--- src/rtl/deu_pkg.sv ---
// Shared types for the decode-issue unit: scheduler state encoding and GPR index width.
package deu_pkg;

  typedef enum logic [1:0] {
    RUN       = 2'd0,
    SER_DRAIN = 2'd1,
    SER_WAIT  = 2'd2
  } deu_issue_st_e;

  localparam int LA64_GPR_IDX_W = 5;

endpackage

--- src/rtl/deu_pair_chk.sv ---
// Pairing check for the second issue slot.
// Slot i1 may join i0 only when it is not serializing, both are not branches, and it does not read i0's result.
module deu_pair_chk
  import deu_pkg::*;
(
  input  logic [LA64_GPR_IDX_W-1:0] deu_i0_rd,
  input  logic                      deu_i0_rd_we,
  input  logic                      deu_i0_is_br,
  input  logic [LA64_GPR_IDX_W-1:0] deu_i1_rj,
  input  logic [LA64_GPR_IDX_W-1:0] deu_i1_rk,
  input  logic [LA64_GPR_IDX_W-1:0] deu_i1_rd,
  input  logic                      deu_i1_use_rj,
  input  logic                      deu_i1_use_rk,
  input  logic                      deu_i1_use_rd,
  input  logic                      deu_i1_is_br,
  input  logic                      deu_i1_is_ser,
  output logic                      i1_pair_ok
);

  logic i0_writes;
  logic raw_hit;

  // r0 is hardwired to zero, so a write to it never creates a dependency.
  assign i0_writes = deu_i0_rd_we && (deu_i0_rd != '0);

  assign raw_hit = i0_writes &&
                   ((deu_i1_use_rj && (deu_i1_rj == deu_i0_rd)) ||
                    (deu_i1_use_rk && (deu_i1_rk == deu_i0_rd)) ||
                    (deu_i1_use_rd && (deu_i1_rd == deu_i0_rd)));

  assign i1_pair_ok = !deu_i1_is_ser && !(deu_i0_is_br && deu_i1_is_br) && !raw_hit;

endmodule

--- src/rtl/deu_issue_ctl.sv ---
// Decode-issue scheduler: picks 0/1/2 buffer-head entries per cycle, gated by dispatch credits,
// pairing rules, serializing-instruction sequencing and flush. Decode outputs are same-cycle.
module deu_issue_ctl
  import deu_pkg::*;
#(
  parameter int CREDITS = 8,
  parameter bit DUAL_EN = 1'b1
) (
  input  logic                      clk,
  input  logic                      rst_n,
  input  logic                      deu_ib0_val,
  input  logic                      deu_ib1_val,
  input  logic [LA64_GPR_IDX_W-1:0] deu_i0_rd,
  input  logic                      deu_i0_rd_we,
  input  logic                      deu_i0_is_br,
  input  logic                      deu_i0_is_ser,
  input  logic [LA64_GPR_IDX_W-1:0] deu_i1_rj,
  input  logic [LA64_GPR_IDX_W-1:0] deu_i1_rk,
  input  logic [LA64_GPR_IDX_W-1:0] deu_i1_rd,
  input  logic                      deu_i1_use_rj,
  input  logic                      deu_i1_use_rk,
  input  logic                      deu_i1_use_rd,
  input  logic                      deu_i1_is_br,
  input  logic                      deu_i1_is_ser,
  input  logic [1:0]                dq_credit_ret,
  input  logic                      rob_empty,
  input  logic                      ser_done,
  input  logic                      flush,
  output logic                      deu_i0_decode,
  output logic                      deu_i1_decode,
  output logic                      deu_ser_busy
);

  localparam int CW = $clog2(CREDITS + 1);
  localparam logic [CW-1:0] CRED_MAX = CW'(CREDITS);

  deu_issue_st_e state;
  logic [CW-1:0] credit;
  logic [CW:0]   credit_sum;
  logic [1:0]    issued;
  logic          has1;
  logic          has2;
  logic          i1_pair_ok;

  deu_pair_chk u_pair_chk (
    .deu_i0_rd     (deu_i0_rd),
    .deu_i0_rd_we  (deu_i0_rd_we),
    .deu_i0_is_br  (deu_i0_is_br),
    .deu_i1_rj     (deu_i1_rj),
    .deu_i1_rk     (deu_i1_rk),
    .deu_i1_rd     (deu_i1_rd),
    .deu_i1_use_rj (deu_i1_use_rj),
    .deu_i1_use_rk (deu_i1_use_rk),
    .deu_i1_use_rd (deu_i1_use_rd),
    .deu_i1_is_br  (deu_i1_is_br),
    .deu_i1_is_ser (deu_i1_is_ser),
    .i1_pair_ok    (i1_pair_ok)
  );

  assign has1 = (credit != '0);
  assign has2 = (credit > CW'(1));

  always_comb begin
    deu_i0_decode = 1'b0;
    case (state)
      RUN:       deu_i0_decode = deu_ib0_val && has1 && !deu_i0_is_ser && !flush;
      // The serializing instruction leaves alone once everything older has drained.
      SER_DRAIN: deu_i0_decode = deu_ib0_val && rob_empty && has1 && !flush;
      default:   deu_i0_decode = 1'b0;
    endcase
    deu_i1_decode = DUAL_EN && (state == RUN) && deu_i0_decode && deu_ib1_val &&
                    has2 && i1_pair_ok;
  end

  assign issued     = {1'b0, deu_i0_decode} + {1'b0, deu_i1_decode};
  assign credit_sum = {1'b0, credit} - (CW+1)'(issued) + (CW+1)'(dq_credit_ret);

  always_ff @(posedge clk or negedge rst_n) begin
    if (!rst_n) begin
      state        <= RUN;
      credit       <= CRED_MAX;
      deu_ser_busy <= 1'b0;
    end else if (flush) begin
      state        <= RUN;
      credit       <= CRED_MAX;
      deu_ser_busy <= 1'b0;
    end else begin
      credit <= credit_sum[CW-1:0];
      case (state)
        RUN: begin
          if (deu_ib0_val && deu_i0_is_ser) begin
            state        <= SER_DRAIN;
            deu_ser_busy <= 1'b1;
          end
        end
        SER_DRAIN: begin
          if (deu_i0_decode) state <= SER_WAIT;
        end
        SER_WAIT: begin
          if (ser_done) begin
            state        <= RUN;
            deu_ser_busy <= 1'b0;
          end
        end
        default: begin
          state        <= RUN;
          deu_ser_busy <= 1'b0;
        end
      endcase
    end
  end

  // Returning more credits than the dispatch queue holds means the producer lost count.
  always @(posedge clk) begin
    if (rst_n && !flush) begin
      credit_ovf_chk: assert (credit_sum <= (CW+1)'(CREDITS));
    end
  end

endmodule

--- config.mk ---
export PLATFORM = sky130hd
export DESIGN_NAME = deu_issue_ctl
export DESIGN_NICKNAME = d
export VERILOG_FILES = /design/src/rtl/deu_pkg.sv /design/src/rtl/deu_pair_chk.sv /design/src/rtl/deu_issue_ctl.sv
export SDC_FILE = /design/constraint.sdc
export NUM_CORES = 1
export LEC_CHECK = 0
export CAP_MARGIN = 20
export CORE_ASPECT_RATIO = 0.8
export CORE_UTILIZATION = 40
export CTS_CLUSTER_SIZE = 24
export DETAILED_ROUTE_END_ITERATION = 6
export GPL_TIMING_DRIVEN = 0
export PLACE_DENSITY_LB_ADDON = 0.12
export SETUP_SLACK_MARGIN = 0.4
export SYNTH_ARGS = -nofsm -noshare
export SYNTH_HDL_FRONTEND = slang
export SYNTH_SLANG_ARGS = --single-unit
--- constraint.sdc ---
create_clock -name clk -period 9.8 [get_ports clk]
set_clock_uncertainty 0.05 [all_clocks]
set_input_delay 1.47 -clock clk [delete_from_list [all_inputs] [get_ports clk]]
set_output_delay 1.47 -clock clk [all_outputs]
set_load 0.01 [all_outputs]
==> results.md, run 1 <==
Run status:
- The run finished with clean final reports.

Logic synthesis:
- The post-synthesis area per instance is approximately 9 sq um.
- Summing the sequential cell areas from Yosys gives roughly 25% of the chip area.
- The yosys synthesis warning count is 0.
- The share of flip-flops with an asynchronous set or reset after synthesis is between 90% and 100%.
- For this run, the leading register cell type out of synthesis is dfrtp_1.
- The number of flops mapped to enable cells by yosys is 0.
- Yosys mapped the design onto 25 distinct sky130hd cell types.
- The flop and latch count out of synthesis is 7.
- The synthesized instance count is 81.
- The mapped cell area is 712 sq um.
- Counting every net in the synthesized netlist gives between 100 and 150.

Route:
- Across all layers, the routed design uses slightly below 700 vias.
- The average vias per placed instance is about 4.7.
- The initial detailed-routing violation count is 8.
- The post-detailed-route count of antenna-violating nets is 0.
- Dividing the detail-routed wire length by the instance count gives about 12 microns.
- The pre-antenna-repair detailed-routing pass consisted of 4 iterations.
- The total DRC errors in the routed layout is 0.
- The total wirelength of the detailed-routed design is 1810 microns.

Finish:
- The total of fill cells in the finished design is approximately 140.
- The library cells used most frequently in the layout, excluding fill and tap cells, are clkdlybuf4s50_1 (39), xor2_1 (12), inv_1 (11).
- The multi-input combinational cells in the finished layout cover a total of about 500 sq um.
- The most frequent standard cell in the layout excluding fill and tap cells is clkdlybuf4s50_1.
- The combined flip-flop and latch cell area is between 150 and 200 sq um.
- The count of inserted antenna diode cells is 0.
- The growth of design area from synthesis to finish is 62.4%.
- The final-stage net count is approximately 170.
- The final standard cell utilization of the core is a little over two thirds.
- In the final layout, the share of cells above drive strength 1 is slightly above 4%.

Global routing:
- The first global-routing pass estimated just under 3000 microns of wire.
- Entering global routing, the biggest net connects 9 pins.
- In the global route stage, overall resource usage came out at 21.4%.
- The initial antenna violation count is 0.
- The remaining global-route overflow is 0.
- The number of global-route vias before repair came to between 600 and 700.

Power:
- The areal power density over the cells is approximately 120 mW/mm^2.
- The leakage dissipation is approximately 0.5 nW.
- The power consumption is between 100 and 150 uW.
- VDD sags by at most approximately 0.000084 V.

Clock network:
- TritonCTS built the clock tree.
- The total of hold buffers inserted after clock tree synthesis is 0.
- The longest clock path from root to sink contains 2 buffers.
- CTS built an H-tree with a depth of 1.
- The number of gates given a new drive strength after cts is 0.
- The root buffer cell is clkbuf_4.
- After clock tree synthesis, the clock-pin slew on the worst setup and hold paths is around 50 ps.
- The later pin in the worst-skew pair is clocked with a latency of between 200 and 300 ps.
- The clock buffer count from CTS is 3.
- Buffers added to address setup during post-CTS repair amount to 0.
- The clock net sink count is 7.

Timing:
- The highest attainable clock frequency is about 0.19 GHz.
- Setup violations remaining at the end of the flow were counted as 0.
- The count of final max-slew check failures came to 0.
- The final critical path takes up between 50 and 60% of the cycle.
- Setup repair after global routing left no endpoint under its margin.
- For the pin with the worst max-slew slack, the measured transition is roughly 480 ps.
- The final-layout setup total negative slack is 0 ps.
- The final number of hold-violating endpoints is 0.
- Subtracting the final worst setup slack from the clock period gives between 5000 and 6000 ps.
- The worst slew margin relative to its limit is 67.5%.
- Setup slack on the critical path of the routed design comes to between 4000 and 5000 ps.

Floorplanning:
- The floorplan step set the die width to slightly below 50 microns.
- The floorplan die height is between 30 and 40 microns.
- The core region area is ~0.0016 sq mm.
- Once the floorplan was initialized, standard cells occupied 43.3% of the core.
- After floorplanning, the core was divided into 13 placement rows.
- For this design the top-level I/O count stands at 40.
- The die footprint is 0.00195 sq mm.

Setup path:
- The category of the worst setup path capture point is a primary output.
- The reg2reg setup slack is around 6100 ps.
- The timing startpoint of the critical path is deu_i0_rd[3].
- Along the worst path, the maximum fanout reaches 4.
- The worst setup path endpoint is deu_i1_decode.
- The number of cells on the worst reg-to-reg path is 13.
- Data on the critical path is required at its endpoint by 8280 ps.
- The launching point of the worst reg2reg path is credit[3]$_DFF_PN1_.
- The endpoint of the worst register-to-register path is credit[2]$_DFF_PN0_.
- The worst endpoint data arrival time is approximately 3700 ps.
- The worst setup path is launched from an input pin.
- The critical path is of the input pin to primary output type.

Placement:
- The global placer's final weighted congestion is roughly 0.68.
- Timing analysis after detailed placement gives a worst setup slack of 4570 ps.
- The half-perimeter wire length after placement is around 1600 microns.
- During placement, the flow inserted port buffers numbering 39.

Hold path:
- The path class of the lowest-slack min-delay path is flop to flop.
- Counting instances, the worst hold path has a depth of 1.

Job:
- The number of maximum-capacitance constraint violations is 0.
[flip-flops by register name, indices dropped and copies added (netlist names)]
register,flops
credit,4
state,2
deu_ser_busy,1
[worst min-delay path by stage]
| stage | from | end | slack [ps] |
|---|---|---|---|
| after floorplan | state[1]$_DFFE_PN0P_ | state[0]$_DFFE_PN0P_ | 430 |
| after global placement | state[1]$_DFFE_PN0P_ | state[0]$_DFFE_PN0P_ | 480 |
| after detailed placement | state[1]$_DFFE_PN0P_ | state[0]$_DFFE_PN0P_ | 480 |
| after CTS | state[1]$_DFFE_PN0P_ | state[0]$_DFFE_PN0P_ | 490 |
| after global routing | state[1]$_DFFE_PN0P_ | state[0]$_DFFE_PN0P_ | 510 |
| final | state[1]$_DFFE_PN0P_ | state[0]$_DFFE_PN0P_ | 490 |
[area by class of cell]
cell class,count,share of cell area [%]
Clock buffer,4,2.27
Multi-Input combinational cell,63,42.7
Tap cell,22,2.38
Sequential cell,7,15.3
Inverter,11,3.57
Timing Repair Buffer,39,33.8
[worst max-delay path, stage by stage]
cell and delay, ps:
clkdlybuf4s50_1 530, or4_1 530, o21ai_1 130, a31oi_1 60, nor4b_2 360, clkdlybuf4s50_1 620
[stage by stage]
| stage | std cells | hold WS [ps] | area, sq um |
|---|---|---|---|
| 4_1_cts | 146 | 489 | 1160 |
| 6_report | 146 | 486 | 1160 |
| 2_1_floorplan | 81 | 435 | 712 |
| 3_3_place_gp | 142 | 483 | 1130 |
| 3_5_place_dp | 142 | 480 | 1130 |
| 5_1_grt | 146 | 512 | 1160 |
[synthesized netlist by cell type, types with 2 or more instances]
cell type | n | area share, %
xor2_1 | 12 | 15
inv_1 | 11 | 5.8
dfrtp_1 | 6 | 21
ha_1 | 6 | 11
nand2_1 | 6 | 3.2
a21oi_1 | 5 | 3.5
nand3_1 | 5 | 3.5
xnor2_1 | 5 | 6.2
nor4_1 | 4 | 3.5
fa_1 | 3 | 8.4
nor2_1 | 3 | 1.6
nor2b_1 | 2 | 1.8
[report_power, final]
group | total, mW | switching (mW) | internal (mW)
registers | 0.0391 | 0.00289 | 0.0362
clock network | 0.0260 | 0.0105 | 0.0155
logic | 0.0744 | 0.0341 | 0.0404
[logic make-up (layout without fill, tap and decap cells)]
family | after synthesis | after routing | synth area share, %
and+or+nand+nor | 26 | 26 | 20.4
AOI/OAI and AO/OA | 11 | 11 | 9.14
buffers and inverters | 11 | 54 | 5.80
adders and majority gates | 9 | 9 | 19.0
xor gates and xnor gates | 17 | 17 | 20.9
DFF | 7 | 7 | 24.8
[metal layers]
| layer | up-vias | global-route usage [%] | share of wire [%] |
|---|---|---|---|
| li1 | 358 | - | - |
| met1 | 316 | 26.0 | 47 |
| met2 | 15 | 40.1 | 49 |
| met3 | 2 | 3.88 | 3.5 |
| met4 | 0 | 4.41 | 0.44 |
| met5 | - | 0 | 0 |
(Power assumes the default switching activity.)
==> run 2, diff against run 1 <==
Settings changed: CORE_UTILIZATION 40 to 38.
Clock period 9.8 ns to 5.45 ns, I/O delays scaled along.
==> results.md, run 2 (synthesis gave the netlist of run 1 again) <==
Run status:
- The flow ran to the end, and the final reports show no timing, DRC or antenna violations.

Setup path:
- The reg2reg setup slack is approximately 1500 ps.
- The most frequent cell on the critical path is fa_1.
- The startpoint identified for the worst register-to-register timing path is credit[3]$_DFF_PN1_.
- For the worst flop-to-flop path, the logic depth is 13.
- On the critical path, the stage with the largest delay is an instance of or4_1.
- For this run, the slowest stage of the critical path takes 560 ps.
- The worst endpoint data arrival time is between 4000 and 5000 ps.
- The worst setup path is captured at a flop.
- Data on the critical path is required at its endpoint by between 5000 and 6000 ps.
- Walking the worst path, the cells encountered are clkdlybuf4s50_1 > or4_1 > o21ai_1 > a31oi_1 > nor4b_2 > fa_1 > fa_1 > inv_1 > ha_1 > fa_1 > xnor2_1 > nor2_1.
- The kind of launch point of the worst setup path is an input pin.
- The startpoint-to-endpoint class of the critical path is input pin to flop.
- The endpoint of the worst register-to-register path is credit[2]$_DFF_PN0_.
- The critical-path maximum fanout is 4.
- The most critical setup path has its startpoint at deu_i0_rd[3].

Finish:
- The library cells used most frequently in the layout, excluding fill and tap cells, are clkdlybuf4s50_1 (39), xor2_1 (12), inv_1 (11).
- From synthesis to final layout, the design area changed by 62.4%.
- The total of fill cells in the finished design is 142.
- Counting flops per register, the top entry is credit.
- The multi-input combinational cells in the finished layout cover a total of 494 sq um.
- The number of antenna diodes in the final layout is 0.
- The final-stage net count is about 170.
- The fraction of layout instances using a drive strength above 1 is under 10%.
- The combined flip-flop and latch cell area is approximately 180 sq um.
- Once layout is complete, the utilization of the core stands at between 60% and 70%.
- The largest registers in the layout are credit (4), state (2), deu_ser_busy (1).
- The flip-flop count of the largest register after layout is 4.
- The most frequent standard cell in the layout excluding fill and tap cells is clkdlybuf4s50_1.

Clock network:
- For the worst-skew pair, the clock arrives at the later sink with an insertion delay of roughly 250 ps.
- The total of hold buffers inserted after clock tree synthesis is 0.
- Gates resized during post-CTS repair numbered 0.
- No sink is reached through more buffers than the 2 on the longest clock path.
- Buffers added to address setup during post-CTS repair amount to 0.
- The TritonCTS clock tree is yes.
- The clock buffer count from CTS is 3.
- The number of H-tree branching levels is 1.
- The register clock-pin slew on the reported worst setup and hold paths is around 50 ps.
- The clock net sink count is 7.
- The tree is rooted in a clkbuf_4.

Route:
- The highest metal layer used by the detailed router is met4.
- The total DRC errors in the routed layout is 0.
- The initial detailed-routing violation count is 5.
- Before antenna repair, the detailed router went through 3 iterations.
- The total wirelength of the detailed-routed design is 1870 microns.
- Wire segments on met2 add up to about 990 microns in the final route.
- Summed over all nets, wire length on met3 after detailed routing comes to around 80 microns.
- In this run the remaining antenna-violating nets after routing total 0.
- For this block, the via count after detailed routing is approximately 700.
- In the routed layout, each cell is associated on average with a via count of around 4.8.
- Dividing the detail-routed wire length by the instance count gives ~13 microns.
- The detailed-routing wirelength on met1 is a little under 800 microns.

Hold path:
- For hold timing, the worst endpoint is state[0]$_DFFE_PN0P_.
- The path class of the lowest-slack min-delay path is flop to flop.
- The count of cells along the worst hold path is 1.
- The launch instance of the worst min-delay path is state[1]$_DFFE_PN0P_.

Power:
- The power share of the combinational group is between 50% and 60%.
- In this run, flip-flops and latches consume between 20% and 30% of the power.
- The fraction of power spent switching nets is about 35%.
- The leakage dissipation is approximately 0.5 nW.
- The areal power density over the cells is approximately 220 mW/mm^2.
- Summed over all nets, the switching power comes to 87.4 uW.
- The clock share of power is a little under a fifth.
- VDD sags by at most ~0.00018 V.
- The internal power of the cells totals 165 uW.

Timing:
- The shortest clock period the worst path allows after layout is 4300 ps.
- The highest attainable clock frequency is roughly 0.23 GHz.
- The final number of hold-violating endpoints was 0.
- The slew at the pin closest to its max-slew limit is between 600 and 700 ps.
- Headroom to the max-slew limit came out at 53.2%.
- In the finished design, the share of the clock period the worst path needs comes to slightly below 80%.
- Setup repair after global routing left no endpoint under its margin.
- Adding up every negative setup slack in the final design gives 0 ps.
- Setup violations remaining at the end of the flow were counted as 0.
- The count of final max-slew check failures is 0.

Floorplanning:
- The floorplan step defined a core boundary enclosing 0.00169 sq mm.
- The count of boundary I/O pins is 40.
- The site row count is 13.
- The floorplan step set the die width to between 50 and 60 microns.
- For this configuration, the core starts out at a cell density of approximately 42%.
- The floorplan step defined a die boundary enclosing 0.00205 sq mm.
- The floorplan die height is approximately 41 microns.

Job:
- The tool flagged a number of max-cap violations equal to 0.

Global routing:
- Entering global routing, the biggest net connects 9 pins.
- The number of global-route vias before repair came to between 700 and 800.
- The first global-routing pass estimated around 3000 microns of wire.
- The initial antenna violation count was 0.
- Global routing used about a fifth of the available tracks across all layers.
- Summed over all layers, the global routing overflow is 0.

Placement:
- The half-perimeter wire length after placement is roughly 1600 microns.
- The global placer's final weighted congestion is approximately 0.75.
- The number of port buffers is 39.
-- run 2: final cells by class --
class | instances | area share, %
tap | 22 | 2.38
clock buffer | 4 | 2.27
multi-input combinational | 63 | 42.7
sequential | 7 | 15.3
inverter | 11 | 3.57
timing repair buffer | 39 | 33.8
-- run 2: metal layers --
metal | GRT usage, % | vias to the layer above
met5 | 0 | -
met4 | 4.17 | 0
met3 | 5.19 | 2
met2 | 42.7 | 19
met1 | 23.4 | 318
li1 | - | 359
-- run 2: worst max-delay path, delay by kind of cell --
family | cells | cell delay (ps)
buffers and inverters | 2 | 560
adder cells (fa/ha/maj) | 4 | 1600
XOR/XNOR | 1 | 190
AO/OA/AOI/OAI | 2 | 200
AND/OR/NAND/NOR | 3 | 1020
-- run 2: worst max-delay path by stage --
stage               slack (ps)                  end
CTS                       1100  credit[2]$_DFF_PN0_
global placement           990  credit[2]$_DFF_PN0_
floorplan                 1510  credit[2]$_DFF_PN0_
finish                    1150  credit[2]$_DFF_PN0_
detailed placement         840  credit[2]$_DFF_PN0_
global route               950  credit[2]$_DFF_PN0_
-- run 2: power groups by stage --
stage	Clock (mW)	Sequential, mW	Combinational (mW)
2_1_floorplan	0	0.0701	0.0832
3_3_place_gp	0	0.0702	0.130
3_5_place_dp	0	0.0710	0.137
4_1_cts	0.0486	0.0701	0.138
5_1_grt	0.0531	0.0719	0.155
6_report	0.0471	0.0704	0.135
-- run 2: metrics by stage --
stage	power, mW	hold WS [ps]	cells	worst slack [ps]	instance area (sq um)
floorplan	0.153	435	81	1510	712
detailed placement	0.208	479	142	838	1130
global route	0.280	522	146	951	1160
CTS	0.256	487	146	1100	1160
finish	0.252	488	146	1150	1160
global placement	0.200	476	142	989	1130
==> run 3, diff against run 2 <==
Clock period 5.45 ns to 4.3 ns, I/O delays scaled along.
==> results.md, run 3 (synthesis gave the netlist of run 1 again) <==
Finish:
- The final standard cell utilization of the core is between 70% and 80%.
- The final-stage net count is roughly 170.
- The growth of design area from synthesis to finish is 69.1%.
- The library cell used most frequently in the layout, excluding fill and tap cells, is clkdlybuf4s50_1.
- The post-route cell area is around 0.0012 sq mm.
- The fraction of layout instances using a drive strength above 1 is 10.4%.
- The register with the most flip-flops in the layout has 4 of them.
- The largest registers in the layout are credit (4), state (2), deu_ser_busy (1).
- The number of antenna diodes in the final layout is 0.
- credit holds more flip-flops than any other register.
- The top cell types in the final layout, fill and taps aside, are clkdlybuf4s50_1 (34), xor2_1 (12), inv_1 (11), nand2_1 (6), dfrtp_1 (6).

Run status:
- The flow ran to the end, and the final reports show no timing, DRC or antenna violations.

Setup path:
- The startpoint-to-endpoint class of the critical path is input pin to flop.
- The maximum single-stage delay on the critical path is 500 ps.
- The endpoint of the worst register-to-register path is credit[2]$_DFF_PN0_.
- The worst setup path is launched from an input pin.
- For the worst setup path, the data arrival time is slightly below 4000 ps.
- The dominant delay contributor by cell family on the critical path is adder cells.
- For this design, the slowest cell found on the critical path is fa_1.
- The number of buffers and inverters on the critical path is 3.
- The number of cells on the worst reg-to-reg path is 14.
- The worst setup path is captured at a flop.
- The data required time of the worst path is 4380 ps.
- In this run the worst path has a maximum fanout of 2.
- Setup slack on the worst reg-to-reg path comes out at 620 ps.
- The most frequent cell on the critical path is fa_1.
- Walking the worst path, the cells encountered are clkdlybuf4s50_1 > xor2_1 > nor4_2 > nand3_1 > a31oi_1 > nor4b_2 > buf_4 > fa_1 > fa_1 > inv_1 > ha_2 > fa_2 > xnor2_2 > nor2_1.
- The logic depth of the worst setup path including buffers is 14.
- The launching point of the worst reg2reg path is credit[3]$_DFF_PN1_.

Clock network:
- After clock tree synthesis, the clock-pin slew on the worst setup and hold paths is 50 ps.
- The root buffer cell is clkbuf_4.
- The clock net sink count is 7.
- The number of H-tree branching levels is 1.
- The deepest clock path buffer count is 2.
- Clock latency on the worst-skew pair, taken at its later pin, is about 250 ps.
- TritonCTS built the clock tree.
- TritonCTS created 3 clock buffers.
- Buffers inserted to repair hold after CTS numbered 0.

Global routing:
- Entering global routing, the biggest net connects 9 pins.
- In the global route stage, overall resource usage came out at 21.9%.
- The remaining global-route overflow is 0.
- The number of global-route vias before repair is roughly 720.
- The initial antenna violation count is 0.
- The first global-routing pass estimated 3060 microns of wire.

Floorplanning:
- The die is 50.4 microns wide.
- The starting density of the core is a little over two fifths.
- The floorplan die height is between 40 and 50 microns.
- The die footprint is just over 0.002 sq mm.
- The count of boundary I/O pins is 40.
- The core region area is 0.00169 sq mm.
- The site row count is 13.

Power:
- Dividing total power by cell area gives a power density of 280 mW/mm^2.
- The worst-case vdd ir drop is between 0.0002 and 0.00025 V.
- In this run the static leakage power is between 0.5 and 0.6 nW.

Timing:
- Setup violations remaining at the end of the flow were counted as 0.
- The highest attainable clock frequency is approximately 0.26 GHz.
- In this run the tightest slew margin relative to its limit is between 70% and 80%.
- Setup repair after global routing left no endpoint under its margin.
- The count of final max-slew check failures came to 0.
- The final number of hold-violating endpoints is 0.
- The shortest clock period the worst path allows after layout is between 3000 and 4000 ps.
- The part of the cycle the worst path needs is 87.8%.
- For the pin with the worst max-slew slack, the measured transition is 347 ps.

Placement:
- The instance area after placement is roughly 0.0011 sq mm.
- The count of buffers added on input and output ports is 39.
- The global placer's final weighted congestion is roughly 0.75.
- The half-perimeter wire length after placement is approximately 1600 microns.

Route:
- The average vias per placed instance is between 4 and 5.
- The routed layout has around 710 vias.
- Dividing the detail-routed wire length by the instance count gives 13.4 microns.
- For this run, design rule violations remaining after detail routing come to 0.
- The pre-antenna-repair detailed-routing pass consisted of 2 iterations.
- The first routing iteration left 4 violations.
- The total wirelength of the detailed-routed design is 1970 microns.
- The post-detailed-route count of antenna-violating nets is 0.

Hold path:
- The worst hold path endpoint is deu_ser_busy$_DFFE_PN0P_.
- The path class of the lowest-slack min-delay path is flop to flop.
- The worst hold path begins at deu_ser_busy$_DFFE_PN0P_.
- The count of cells along the worst hold path is 2.

Job:
- The tool flagged a number of max-cap violations equal to 0.
## run 3: cell count changes in the layout (fill, tap and decap cells not counted), sizes merged
cell           delta
clkdlybuf4s50     -5
dlygate4sd2       +5
buf               +1
## run 3: what timing repair did
item | in CTS | in global routing
hold endpoints to repair | 0 | 0
resized for setup | 8 | 5
buffers inserted | 1 | 0
pin swaps | 2 | 7
endpoints found under the setup margin | 3 | 3
## run 3: final cells by class
| type | instances | area (sq um) |
|---|---|---|
| timing repair buffer | 40 | 392 |
| fill | 136 | 488 |
| inverter | 11 | 41.3 |
| multi-input combinational | 63 | 541 |
| sequential | 7 | 176 |
| clock buffer | 4 | 26.3 |
| tap | 22 | 27.5 |
## run 3: worst register-to-register path, delay by kind of cell (launching register included)
family        cells  cell delay, ps
flops             1             510
xor+xnor          1             170
fa+ha+maj         5            1690
simple gates      5             890
buf+inv           3             260
## run 3: stage by stage
| step | std cells | hold slack (ps) | total power [mW] | TNS, ps | worst slack [ps] |
|---|---|---|---|---|---|
| 3_3_place_gp | 142 | 476 | 0.253 | 0 | 11.8 |
| 4_1_cts | 147 | 501 | 0.332 | 0 | 426 |
| 5_1_grt | 147 | 542 | 0.372 | 0 | 432 |
| 3_5_place_dp | 142 | 479 | 0.264 | -196 | -139 |
| 6_report | 147 | 499 | 0.337 | 0 | 523 |
| 2_1_floorplan | 81 | 299 | 0.194 | 0 | 460 |
## run 3: layer usage
| metal | vias up | global-route usage, % | part of all wire (%) |
|---|---|---|---|
| met3 | 2 | 5.19 | 4.0 |
| met4 | 0 | 4.17 | 0.56 |
| li1 | 360 | - | - |
| met2 | 19 | 45.0 | 55 |
| met5 | - | 0 | 0 |
| met1 | 328 | 23.9 | 40 |
## run 3: how the worst max path moves through the flow
stage | start | endpoint | slack [ps]
floorplan | credit[3]$_DFF_PN1_ | credit[2]$_DFF_PN0_ | 460
global placement | deu_i0_rd[3] | credit[2]$_DFF_PN0_ | 10
detailed placement | deu_i0_rd[3] | credit[2]$_DFF_PN0_ | -140
CTS | deu_i1_rd[3] | credit[2]$_DFF_PN0_ | 430
global route | deu_i1_rk[0] | credit[1]$_DFF_PN0_ | 430
finish | deu_i1_rj[3] | credit[2]$_DFF_PN0_ | 520
## run 3: where the power goes
| part | switching [mW] | internal (mW) | leakage, nW |
|---|---|---|---|
| logic | 0.0893 | 0.0990 | 0.413 |
| clock network | 0.0241 | 0.0354 | 0.0150 |
| registers | 0.00698 | 0.0824 | 0.0900 |
| total | 0.120 | 0.217 | 0.518 |
==> edit (flow settings as in run 2) <==
Set the parameter `DUAL_EN` to 1'b0 (it was 1'b1).
--- a/src/rtl/deu_issue_ctl.sv
+++ b/src/rtl/deu_issue_ctl.sv
@@ -4,7 +4,7 @@
   import deu_pkg::*;
 #(
   parameter int CREDITS = 8,
-  parameter bit DUAL_EN = 1'b1
+  parameter bit DUAL_EN = 1'b0
 ) (
   input  logic                      clk,
   input  logic                      rst_n,
Check against the original RTL: not equivalent (a bounded check fails within 4 cycles, from zero or initial values and one cycle with rst_n low).
==> edit against run 2 <==
- core utilization fell by 15 points
- clock power rose by 4.5%
- critical path type is now input pin to output port
- sequential cell count did not move
- routed wire length fell by 53%
- worst setup slack improved by 860 ps
- final cell count fell by 45%
- synthesized area fell by 31%
- total power fell by 18%
- largest power group unchanged
- sequential power barely moved
- design area fell by 45%
==> edit: results (changes against run 2) <==
Setup path
The setup slack of the worst register-to-register path came to 2760 ps (+1270 ps). The endpoint identified for the worst register-to-register timing path is credit[1]. The largest stage delay on the critical path is 590 ps (+30 ps). The number of cells traversed by the worst register-to-register path is 10 (-3). The endpoint arrival time on the critical path is 2570 ps (-1810 ps).

The slowest stage cell on the critical path is sky130_fd_sc_hd__clkdlybuf4s50_1. The end point of the critical path is deu_i0_decode. The timing startpoint of the critical path is rob_empty. The maximum fanout encountered on the critical timing path was 3 (-1). Grouping stages by cell kind, the critical path spends the most delay in buffers and inverters.

Cells and area
The ratio of cells with drive above 1 in the final layout was 7.35% (+3.3 points). The total number of nets in the final design is 113 (-34%).

GRT
The largest net degree at the start of global routing is 11 (+2). The via count of the first global-routing pass is 403 (-44%). The global router's overall resource usage was 17.1% (-4.0 points). The first-pass GRT wire length is 1650 um (-45%).

Placement
The worst slack at placement came to 2000 ps (+1160 ps). The standard cell area after detailed placement came to 611 sq um (-46%). The count of buffers inserted at the top-level ports was 10 (-74%). The detailed placement HPWL is 679 um (-59%). The placer's final routability congestion estimate is 0.699 (-6.9%).

Detailed routing
The number of vias after detailed routing is 387 (-45%). The total iterations of the first detailed-routing run came to 2 (-1). The DRC violation total after the first TritonRoute iteration came to 3 (-2). The routed wirelength normalized by instance count is 10.8 um (-16%).

Min path
The tightest min-delay check is of the register to register type.

Run status
The run finished with clean final reports.

Synthesis
The post-synthesis net count is 98 (-23%). In the synthesized netlist the dominant register cell turns out to be sky130_fd_sc_hd__dfrtp_1. After synthesis, the cell types taking the most area are sky130_fd_sc_hd__dfrtp_1 30%, sky130_fd_sc_hd__ha_1 15%, sky130_fd_sc_hd__inv_1 8.4%. The commonest cells after synthesis are 11 x sky130_fd_sc_hd__inv_1, 6 x sky130_fd_sc_hd__dfrtp_1, 6 x sky130_fd_sc_hd__ha_1. The count of warnings emitted by yosys came to 0 (unchanged). The portion of the post-synthesis area used by sequential elements is 35.7% (+11 points).

STA
The top achievable clock speed is 0.291 GHz (+25%).

Power
The leakage power summed over all cells is 0.000311 uW (-38%). The largest voltage drop on the vdd net is 0.135 mV (-25%).

Clocking
The post-CTS setup buffer count was 0 (unchanged).
edit: changes by cell type in the layout (fill, tap and decap cells not counted), sizes merged, moves of 3 or more:
cell | before | now
clkdlybuf4s50 | 39 | 10
xor2 | 12 | 0
nand2 | 6 | 1
nand3 | 5 | 1
nor4 | 4 | 0
xnor2 | 5 | 1
a21oi | 5 | 2
edit: per-stage QoR:
| step | instances | hold WS, ps |
|---|---|---|
| 2_1_floorplan | 54 | 472 |
| 3_3_place_gp | 77 | 514 |
| 3_5_place_dp | 77 | 517 |
| 4_1_cts | 81 | 528 |
| 5_1_grt | 81 | 537 |
| 6_report | 81 | 518 |
edit: kinds of logic (layout without fill, tap and decap cells):
logic type / count (synthesis) / in the layout / synth area share (%)
adders and majority gates: 7 / 7 / 19.2
buffers and inverters: 13 / 27 / 10.6
muxes: 1 / 1 / 2.03
and+or+nand+nor: 16 / 16 / 18.5
AOI/OAI and AO/OA: 8 / 8 / 11.4
xor gates and xnor gates: 1 / 1 / 1.77
other: 1 / 1 / 0.759
DFF: 7 / 7 / 35.7
edit: power by group:
part	internal [uW]	total [uW]	leakage (uW)	switching, uW
sequential	65.4	70.4	0.0000895	5.03
clock	28.1	49.2	0.0000150	21.1
combinational	45.9	87.7	0.000206	41.7
total	139	207	0.000311	67.9
edit: worst min-delay path by stage:
stage                  from      endpoint  cells after the start
3_3_place_gp   deu_ser_busy  deu_ser_busy                      2
3_5_place_dp   deu_ser_busy  deu_ser_busy                      2
4_1_cts        deu_ser_busy  deu_ser_busy                      2
2_1_floorplan         rst_n     credit[0]                      0
5_1_grt        deu_ser_busy  deu_ser_busy                      2
6_report       deu_ser_busy  deu_ser_busy                      2
edit: final cells by class:
class / instances / area (sq um)
Buffer: 2 / 11.3
Clock buffer: 4 / 26.3
Fill cell: 117 / 547
Inverter: 11 / 41.3
Multi-Input combinational cell: 34 / 265
Sequential cell: 7 / 176
Tap cell: 13 / 16.3
Timing Repair Buffer: 10 / 100
edit: routing by layer:
metal,vias to the layer above,GRT usage [%],part of all wire [%]
met3,0,9.38,6.9
li1,202,-,-
met1,173,20.0,50
met4,0,6.25,0
met5,-,0,0
met2,12,28.2,43
edit: worst register-to-register path, cell delays in order, from the launching register on:
cell	delay, ps
sky130_fd_sc_hd__dfstp_2	510
sky130_fd_sc_hd__inv_1	30
sky130_fd_sc_hd__ha_1	170
sky130_fd_sc_hd__nor3b_1	130
sky130_fd_sc_hd__a2111o_1	380
sky130_fd_sc_hd__nor3_1	230
sky130_fd_sc_hd__ha_1	280
sky130_fd_sc_hd__inv_1	50
sky130_fd_sc_hd__ha_1	180
sky130_fd_sc_hd__fa_1	420
sky130_fd_sc_hd__nor2b_1	130
